===== src/rtl/idct_transpose4.sv =====
// -----------------------------------------------------------------------------
// idct_transpose4
// 4x4 transpose buffer that sits between the row pass and the column pass of
// a 2-D IDCT.
//
// The row pass delivers one 4x4 block as 16 serial samples in row-major order
// (r0c0, r0c1, ..., r3c3). The samples have already been rounded. This block
// stores a whole block and then replays it in column-major order
// (r0c0, r1c0, ..., r3c3) to the column pass.
//
// Two storage banks of 16 words each work as a ping-pong pair, so one block
// can fill while the other drains. Each replayed sample is saturated to a
// signed OW-bit value.
//
// Parameters
//   DW : width of the signed input samples
//   OW : width of the signed, saturated output samples
//
// Ports
//   clk       : rising-edge clock
//   reset     : asynchronous, active-low reset
//   in_valid  : in_data carries a valid row-pass sample
//   in_ready  : buffer accepts in_data this cycle
//   in_data   : signed DW-bit sample, row-major within a block
//   out_valid : out_data carries a valid transposed sample
//   out_ready : downstream accepts out_data this cycle
//   out_data  : signed OW-bit saturated sample, column-major
//   out_last  : high together with the 16th sample of a block
// -----------------------------------------------------------------------------
module idct_transpose4 #(
    parameter int unsigned DW = 25,
    parameter int unsigned OW = 16
) (
    input  logic          clk,
    input  logic          reset,
    input  logic          in_valid,
    output logic          in_ready,
    input  logic [DW-1:0] in_data,
    output logic          out_valid,
    input  logic          out_ready,
    output logic [OW-1:0] out_data,
    output logic          out_last
);

    // Clamp a signed DW-bit value into the signed OW-bit range.
    function automatic logic [OW-1:0] sat_to_ow(input logic [DW-1:0] v);
        logic signed [DW-1:0] v_s;
        logic signed [DW-1:0] max_s;
        logic signed [DW-1:0] min_s;
        logic [OW-1:0]        res;
        v_s   = $signed(v);
        max_s = $signed({{(DW-OW+1){1'b0}}, {(OW-1){1'b1}}});
        min_s = $signed({{(DW-OW+1){1'b1}}, {(OW-1){1'b0}}});
        if (v_s > max_s) begin
            res = max_s[OW-1:0];
        end else if (v_s < min_s) begin
            res = min_s[OW-1:0];
        end else begin
            // In range: the upper bits are pure sign extension, so
            // truncating keeps the value.
            res = v[OW-1:0];
        end
        return res;
    endfunction

    // Ping-pong storage, indexed [bank][row*4 + col].
    // The storage is not reset; the full flags decide what is meaningful.
    logic [DW-1:0] mem_q [2][16];

    logic       wr_bank_q, wr_bank_d;
    logic [3:0] wr_idx_q,  wr_idx_d;
    logic       rd_bank_q, rd_bank_d;
    logic [3:0] rd_idx_q,  rd_idx_d;
    logic [1:0] full_q,    full_d;

    logic          wr_fire_s;
    logic          rd_fire_s;
    logic [3:0]    rd_addr_s;
    logic [DW-1:0] rd_word_s;

    // Handshake decode.
    // Both ready and valid come only from flops, so no combinational path
    // runs from the input side to the output side.
    always_comb begin
        in_ready  = ~full_q[wr_bank_q];
        out_valid = full_q[rd_bank_q];
        wr_fire_s = in_valid & in_ready;
        rd_fire_s = out_valid & out_ready;
    end

    // Read data path.
    // Swapping the index nibbles turns the column-major read counter into the
    // row-major storage address (row = rd_idx[1:0], col = rd_idx[3:2]).
    always_comb begin
        rd_addr_s = {rd_idx_q[1:0], rd_idx_q[3:2]};
        rd_word_s = mem_q[rd_bank_q][rd_addr_s];
        if (out_valid) begin
            out_data = sat_to_ow(rd_word_s);
            out_last = (rd_idx_q == 4'd15);
        end else begin
            out_data = {OW{1'b0}};
            out_last = 1'b0;
        end
    end

    // Next-state logic for the write and read pointers and the per-bank full
    // flags.
    // Finishing a write and finishing a read in the same cycle always touch
    // different banks, because the full flag stops a bank being written while
    // it is being read. The two updates therefore never collide.
    always_comb begin
        wr_bank_d = wr_bank_q;
        wr_idx_d  = wr_idx_q;
        rd_bank_d = rd_bank_q;
        rd_idx_d  = rd_idx_q;
        full_d    = full_q;

        if (wr_fire_s) begin
            if (wr_idx_q == 4'd15) begin
                full_d[wr_bank_q] = 1'b1;
                wr_bank_d         = ~wr_bank_q;
                wr_idx_d          = 4'd0;
            end else begin
                wr_idx_d = wr_idx_q + 4'd1;
            end
        end else begin
            wr_idx_d = wr_idx_q;
        end

        if (rd_fire_s) begin
            if (rd_idx_q == 4'd15) begin
                full_d[rd_bank_q] = 1'b0;
                rd_bank_d         = ~rd_bank_q;
                rd_idx_d          = 4'd0;
            end else begin
                rd_idx_d = rd_idx_q + 4'd1;
            end
        end else begin
            rd_idx_d = rd_idx_q;
        end
    end

    // Control state registers.
    always_ff @(posedge clk or negedge reset) begin
        if (!reset) begin
            wr_bank_q <= 1'b0;
            wr_idx_q  <= 4'd0;
            rd_bank_q <= 1'b0;
            rd_idx_q  <= 4'd0;
            full_q    <= 2'b00;
        end else begin
            wr_bank_q <= wr_bank_d;
            wr_idx_q  <= wr_idx_d;
            rd_bank_q <= rd_bank_d;
            rd_idx_q  <= rd_idx_d;
            full_q    <= full_d;
        end
    end

    // Sample storage write port. A bank is only written while its full flag
    // is clear.
    always_ff @(posedge clk) begin
        if (wr_fire_s) begin
            mem_q[wr_bank_q][wr_idx_q] <= in_data;
        end
    end

endmodule


===== config.mk =====
export PLATFORM = sky130hd
export DESIGN_NAME = idct_transpose4
export DESIGN_NICKNAME = d
export VERILOG_FILES = /design/src/rtl/idct_transpose4.sv
export SDC_FILE = /design/constraint.sdc
export NUM_CORES = 1
export LEC_CHECK = 0
export CAP_MARGIN = 20
export CORE_MARGIN = 2
export CORE_UTILIZATION = 55
export CTS_CLUSTER_SIZE = 30
export DETAILED_ROUTE_END_ITERATION = 10
export PLACE_DENSITY_LB_ADDON = 0.3
export REMOVE_ABC_BUFFERS = 1
export SLEW_MARGIN = 20
export SYNTH_ARGS = -nofsm -noshare
export SYNTH_HDL_FRONTEND = slang
export SYNTH_SLANG_ARGS = --single-unit

===== constraint.sdc =====
create_clock -name clk -period 3.6 [get_ports clk]
set_input_delay 0.72 -clock clk [delete_from_list [all_inputs] [get_ports clk]]
set_output_delay 0.72 -clock clk [all_outputs]
set_load 0.1 [all_outputs]

==> metrics <==
drt total wl ~79 mm; vias in the first global route 16.3k; Post-synth EDFFs 800; clock latency on the worst-skew pair ~640 ps; area of the core approximately 57000 µm²; gpl congestion 0.839; CTS buffer count 80; I/O pin count 48; Antenna Nets Post-Route 0; Clk pin slew, worst setup/hold paths 60 ps; Filler cells roughly 3.7k; Fin Hold WS ~480 ps; most frequent cells in the layout edfxtp_1 (800), mux4_2 (155), buf_4 (123); drt first-iter violations ~1.8k; via density per instance around 6.5; largest net degree at the start of global routing 36; min cycle time layout about 4500 ps; r2r worst-path depth 5; Port-buffer cells 47; CTS Buffer Depth 3; Most common cell on crit path buf_12; reg2reg start wr_bank_q; Max Clock Skew about 16 ps; HP Class in -> async; Die Width around 240 µm; MaxCap Viol Count 0; GRT overflow 0; FMAX around 0.22 GHz; Wirelength per Cell between 30 and 40 µm; fin area between 30000 and 40000 µm²; most common cell after layout, fill and taps aside edfxtp_1; Crit path largest cell delay roughly 570 ps; Worst setup SP type flip-flop; # diodes 0; TritonCTS clock tree yes; final setup fails 16; Post-Synthesis Cells 1476; Mapped Area 31800 µm²; RSZ-0062 raised after global routing yes; status finished, violations left; Reg2Reg Setup Slack roughly 560 ps; ys async rst share about 1.5%; final worst path period share 126%; Fin. Hold Viols 0; Finished Layout Cells roughly 2.5k; CP max stage cell dfrtp_4; Pwr Total between 20 and 30 mW; Worst setup startpoint rd_idx_q[2]; row cnt 88; Top delay family on crit path simple AND/OR/NAND/NOR gates; DP Area approximately 35000 µm²; crit path capture type output pin; Detail Placement HPWL roughly 44 mm; Die Y-Extent between 200 and 250 µm; RR Endpoint mem_q[1][136]; Setup CP Type reg -> out; synth-to-layout area growth 17.3%; library cells used by synthesis 54; share of cells above drive strength 1 between 20 and 30%; crit path to out_data[3]; GRT Util Overall approximately 27%; Warnings, synthesis 0; Peak VDD IR around 0.56 mV; via count about 16k; critical path fanouts, max 15; area of the multi-input gates 7110 µm²; dominant synthesized flop cell edfxtp_1; Rel. slew slack roughly 30%; LEAKAGE approximately 12 nW; first-pass GRT wire length about 110 mm; Syn Area/Cell 21.5 µm²; Final Max Slew Viols 0; post-synthesis sequential area ratio between 70% and 80%; placed cells around 2.4k; total clock sinks about 810; FF/Latch Area 24300 µm²; data required time of the worst path approximately 2900 ps; drt pass-1 iters 5; Layout Nets 1724; # hold bufs at CTS 0; Critical Path AT between 3000 and 4000 ps; Critical path buffers and inverters 3; Synth Register Bits 812; initial antenna violation count 1; Worst-Margin Slew approximately 1100 ps; H-tree depth 3; CP Cell Sequence mux4_2, mux2i_2, a22o_1, or3_1, or4b_1, o41a_1, buf_12, o21ai_1, buf_4, buf_12; Final WS setup -924 ps; DR DRC count 0; pwr dens 755 nW/µm²; failing checks negative setup slack; initial core utilization about 55%; die area about 60000 µm²; Stages on worst setup path 10; CTS Root Cell clkbuf_16
==> repair_timing <==
item | 4_1_cts | 5_1_grt
gates resized for setup | 42 | 11
pin swaps | 1 | 4
endpoints found under the setup margin | 18 | 16
gates cloned | 4 | 0
setup buffers | 8 | 6
==> state kept, by name (all words and copies together) (netlist names) <==
register	cells
rd_idx_q	4
rd_bank_q	1
wr_idx_q	4
full_q	2
mem_q	800
wr_bank_q	1
==> kinds of logic after synthesis <==
logic type | share of synthesized area (%)
AOI/OAI and AO/OA | 3.93
xor gates and xnor gates | 0.0551
adders and majority gates | 0.197
buffers and inverters | 2.13
DFF | 76.5
muxes | 15.2
and+or+nand+nor | 1.94
==> cell usage after synthesis (4+ instances only) <==
library cell	count	area share, %
o22ai_1	5	0.098
mux4_2	150	11
a22oi_1	30	0.71
buf_2	17	0.27
inv_1	4	0.047
a221o_1	17	0.54
a21oi_1	17	0.27
buf_12	9	0.57
nor3_1	8	0.13
edfxtp_1	800	76
a211oi_1	9	0.21
o21ai_0	44	0.69
a221oi_1	16	0.44
mux2i_1	84	2.6
nand2_1	34	0.40
o211ai_1	7	0.17
mux2_2	4	0.14
ha_1	5	0.20
o21ai_2	10	0.28
nor2_1	45	0.53
mux4_1	22	1.8
o31ai_1	6	0.14
clkbuf_1	30	0.35
dfrtp_1	12	0.94
buf_6	12	0.43
buf_4	14	0.33
a32oi_1	4	0.11
nand3_1	16	0.25
==> routing by layer <==
metal  vias to the layer above  global-route usage (%)  part of all wire [%]  wire, µm
met3                       201                    5.38                   9.2      7320
met4                         2                    11.5                   4.4      3530
met2                       872                    43.2                    48     38500
li1                       6676                       -                     -         -
met1                      8568                    37.2                    38     30000
met5                         -                       0                 0.013        10
==> cell type report <==
| cell class | instances | share of cell area [%] |
|---|---|---|
| clock inverters | 30 | 0.631 |
| multi-input cells | 574 | 19.1 |
| flip-flops and latches | 812 | 65.2 |
| repair buffers | 217 | 6.67 |
| inverters | 5 | 0.0503 |
| well taps | 765 | 2.57 |
| clock buffers | 108 | 5.79 |
==> metrics by stage <==
step / TNS [ps] / worst slack [ps] / utilization (%)
floorplan: -715390 / -9780 / -
global placement: -5430 / -579 / 60.2
detailed placement: -5520 / -567 / 60.2
CTS: -13400 / -908 / 65.0
global route: -14290 / -993 / 65.0
finish: -13380 / -924 / 65.0
==> worst min path at each step <==
stage | from | end | depth (start not counted)
5_1_grt | reset | wr_idx_q[1] | 1
3_3_place_gp | full_q[1] | full_q[1] | 1
4_1_cts | reset | rd_bank_q | 1
3_5_place_dp | full_q[1] | full_q[1] | 1
6_report | reset | rd_bank_q | 1
2_1_floorplan | reset | full_q[0] | 0
==> report_power, final <==
group | total, mW | switching [mW] | internal [mW]
Sequential | 11.1 | 0.220 | 10.9
Clock | 7.76 | 3.41 | 4.35
Combinational | 9.27 | 5.50 | 3.77
Total | 28.2 | 9.13 | 19.0
==> worst register-to-register path, stage by stage, from the launching register on <==
cell     delay (ps)
dfrtp_1         530
mux2i_1         380
and2_1          360
nand2_1         490
nor2_4          650
buf_12          300
(Power assumes the default switching activity.)
==> RTL change 1, RTL diff (same settings) <==
Make the reset (`reset`) synchronous in one clocked block. Comments in the files are not updated.
--- a/src/rtl/idct_transpose4.sv
+++ b/src/rtl/idct_transpose4.sv
@@ -143,3 +143,3 @@
     // Control state registers.
-    always_ff @(posedge clk or negedge reset) begin
+    always_ff @(posedge clk) begin
         if (!reset) begin
Formal check against the unedited RTL: same outputs for any inputs over 4 cycles, from zero or initial values and one cycle with reset low; that may be too few to reach the edited logic, so the function may still have changed.
==> RTL change 1 against the original RTL <==
  * The run still ends with setup timing left
  * Design area increased by 1.9%
  * Area after synthesis up 0.30%
  * Final cell count up 5.9%
  * Sequential share of layout area fell by 1.3 points
  * Worst setup slack gained 0.13 ns
  * Sequential cell count up 1
  * Routed wire length grew 2.7%
Power is not compared: it rests on default switching activity, and its combinational part moved more than twofold at a synthesized area within 25%.
==> RTL change 1: results <==
group,metric,value,unit
final_layout,fill_cells,3668,
detailed_routing,first_pass_iters,6,
worst_setup_path,cpPeakStageDelay,0.64,ns
synth,ys_seq_area_share,76.2,%
synth,synthTopCellsByArea,"edfxtp_1, mux4_2, mux2i_1",
worst_setup_path,rrSetupSlack,0.67,ns
run_status,outcome,"finished with violations",
final_layout,drive_above_1_share,31.2,%
place,dpl.cell_count,2492,
synth,synth_cell_types,66,
clock_network,clk_pin_slew_worst_paths,0.07,ns
run_status,violations,"setup timing",
clock_network,cts_buffers,79,
place,dp_slack,-0.208,ns
final_layout,fin_nets,1864,
grt,grt_max_degree,59,
worst_setup_path,crit_arrival,3.67,ns
timing,tightestPinTransition,1.12,ns
timing,layout_setup_ws,-0.790,ns
worst_setup_path,slowest_stage,"or4b_4",
timing,whs,0.544,ns
place,io_buffers,47,
grt,grt_first_pass_wirelength,117000,um
detailed_routing,wl_per_cell,30.7,um
worst_setup_path,path_max_fanout,7,
place,gp_congestion,0.826,
timing,skew,0.0254,ns
synth,netlist_top_cells_count,"edfxtp_1, mux2i_1, mux4_2",
synth,syn_inst,1601,
final_layout,final_cells,2659,
detailed_routing,vias_per_cell,6.53,
grt,antenna_found_initial,0,
grt,grt_use_total,27.4,%
clock_network,clk_path_buf_depth,3,
worst_setup_path,start_kind,"register",
timing,setup_viol,16,
grt,grt_pass1_vias,17400,
detailed_routing,drt-initial-drc-count,2229,
synth,synthArstFlopShare,0,%
[RTL change 1: worst paths after layout]
check	to
setup / recovery	out_data[5]
hold / removal	full_q[1]
setup reg to reg	mem_q[1][62]
hold reg to reg	full_q[1]
[RTL change 1: routing by layer]
metal / track usage [%] / routed length, um / share of wire (%) / vias up
met5: 0 / 0 / 0 / -
met4: 8.98 / 2390 / 2.9 / 0
met3: 6.45 / 9080 / 11 / 160
met2: 42.1 / 38400 / 47 / 1052
met1: 39.3 / 31600 / 39 / 9036
li1: - / - / - / 7106
[RTL change 1: area by class of cell]
type	instances	area share, %
Multi-Input combinational cell	686	19.6
Tap cell	765	2.52
Inverter	7	0.0691
Timing Repair Buffer	243	6.99
Sequential cell	813	63.9
Clock buffer	95	5.41
Clock inverter	50	1.48
[RTL change 1: repair_timing]
action,CTS,global route
cloned,1,4
resized for setup,27,32
endpoints found under the setup margin,16,16
buffers inserted,13,5
endpoints found under the hold margin,0,0
pin swaps,9,13
[RTL change 1: kinds of logic after synthesis]
logic type	count (synthesis)	synth area share, %
flip-flops	813	76.2
adder cells (fa/ha/maj)	5	0.196
XOR/XNOR	5	0.137
AND/OR/NAND/NOR	183	3.10
multiplexers	294	14.0
AO/OA/AOI/OAI	199	4.54
buffers and inverters	102	1.85
[RTL change 1: where the power goes]
part | switching (uW) | total (uW) | leakage, uW | internal [uW]
combinational | 271 | 392 | 0.00323 | 121
sequential | 16.3 | 10500 | 0.00732 | 10500
clock | 3490 | 8370 | 0.00128 | 4890
[RTL change 1: per-stage QoR]
step	setup TNS, ns	total power, uW	area [sq um]
after floorplan	-791.57	10800	31300
after global placement	-1.49	11000	34900
after detailed placement	-2.16	11000	34900
after CTS	-10.78	19300	37700
after global routing	-12.30	19700	38000
final	-11.26	19200	38000
==> RTL change 2, RTL diff (config.mk and constraints unchanged) <==
Made on the original files. Set the parameter `DW` to 21 (it was 25).
--- a/src/rtl/idct_transpose4.sv
+++ b/src/rtl/idct_transpose4.sv
@@ -30,3 +30,3 @@
 module idct_transpose4 #(
-    parameter int unsigned DW = 25,
+    parameter int unsigned DW = 21,
     parameter int unsigned OW = 16
Interface: changed (resized in_data); port bits go from 48 to 44. The function was not compared with the original's and may differ.
==> RTL change 2 against the original RTL <==
  * The flow still finishes with violations (setup timing)
  * Sequential cell count shrank 128
  * Non-clock buffer count decreased by 40
  * Register-to-register slack improved by 0.19 ns
  * Fmax increased by 9.0%
  * Design area decreased by 14%
  * Final cell count is 10% lower
  * Die area shrank 15%
  * Routed wire length shrank 17%
  * Power down 18%
  * Count of clock-buffer cells in the layout is 27 lower
  * Area after synthesis is 15% lower
  * Worst setup slack better by 0.37 ns
  * Critical path type unchanged
  * Critical endpoint is now out_data[2]
==> RTL change 2: results <==
group,metric,value,unit
final_layout,nClkBuffers,81,
synth,synth.ff_latch_count,684,
synth,ys_seq_area_share,75.6,%
detailed_routing,routed_wl,66200,um
final_layout,drive_above_1_share,27.0,%
final_layout,fill_cells,3120,
final_layout,largest_registers,"mem_q x672, rd_idx_q x4, wr_idx_q x4",
synth,synthTopCellsByArea,"edfxtp_1, mux4_2, mux2i_1",
power_and_ir_drop,ir_drop,0.592,mV
final_layout,fin_nets,1574,
grt,antenna_found_initial,2,
place,dpl_cell_area,0.0296,sq mm
timing,layout_setup_ws,-0.552,ns
synth,synth_mux_area_share,14.5,%
timing,setup_viol,15,
final_layout,multi_input_area_share,19.9,%
final_layout,diodes,1,
detailed_routing,met1_length,25100,um
grt,grt_use_total,26.6,%
place,dp_hpwl,37400,um
final_layout,seq_share,63.8,%
worst_setup_path,critPathTopFamily,"multiplexers",
final_layout,buf_share,6.76,%
grt,use_met1,36.3,%
place,dpl.cell_count,2121,
timing,skew,0.0235,ns
final_layout,clock_area_share,6.90,%
grt,global_route.usage.met2,43.6,%
synth,synthAdderAreaFrac,0.231,%
grt,grt_first_pass_wirelength,96000,um
run_status,violations,"setup timing",
timing,tightestPinTransition,1.10,ns
worst_setup_path,r2r-end,"mem_q[1][303]",
run_status,outcome,"finished with violations",
detailed_routing,route.met3.wl,6150,um
synth,synthArstFlopShare,1.75,%
grt,use_met3,4.62,%
place,io_buffers,43,
worst_setup_path,cpPeakStageDelay,0.54,ns
synth,synth_area,0.0271,sq mm
detailed_routing,wl_met2,33000,um
worst_setup_path,cp-startpoint,"rd_bank_q",
final_layout,inverters,4,
synth,synth-compound-area-share,4.64,%
timing,finalSetupTns,-8.06,ns
detailed_routing,vias_per_cell,6.31,
detailed_routing,drt-initial-drc-count,1763,
worst_setup_path,worstSetupEndpoint,"out_data[2]",
final_layout,fin_util,65.9,%
detailed_routing,wl_per_cell,29.3,um
synth,synth-edff-count,672,
clock_network,clock_latency,0.59,ns
synth,syn_inst,1376,
final_layout,non_clock_buffer_count,177,
synth,netlist_top_cells_count,"edfxtp_1, mux2i_1, mux4_2",
synth,synth_xor_xnor_area_share,0.0647,%
==> RTL change 2: changes by cell type after synthesis, moves of 9 or more <==
cell / before / now
a221o_1: 17 / 4
edfxtp_1: 800 / 672
mux2_2: 4 / 22
mux2i_1: 84 / 140
mux4_1: 22 / 8
mux4_2: 150 / 92
nand2_1: 34 / 44
nand2b_1: 3 / 14
nor2b_1: 3 / 12
o21a_1: 0 / 14
o21ai_0: 44 / 32
o21ai_2: 10 / 0
==> RTL change 2: what timing repair did <==
| item | CTS | global route |
|---|---|---|
| hold endpoints to repair | 0 | 0 |
| setup endpoints to repair | 16 | 16 |
| pin swaps | 11 | 2 |
| gates resized for setup | 22 | 10 |
| setup buffers | 9 | 5 |
| cloned | 2 | 1 |
==> RTL change 2: power groups by stage <==
stage	sequential (uW)	clock (uW)	combinational, uW
finish	9390	7100	6640
global route	9420	7450	6930
CTS	9400	7170	6570
detailed placement	9560	0	6170
global placement	9540	0	6080
floorplan	9850	0	3320
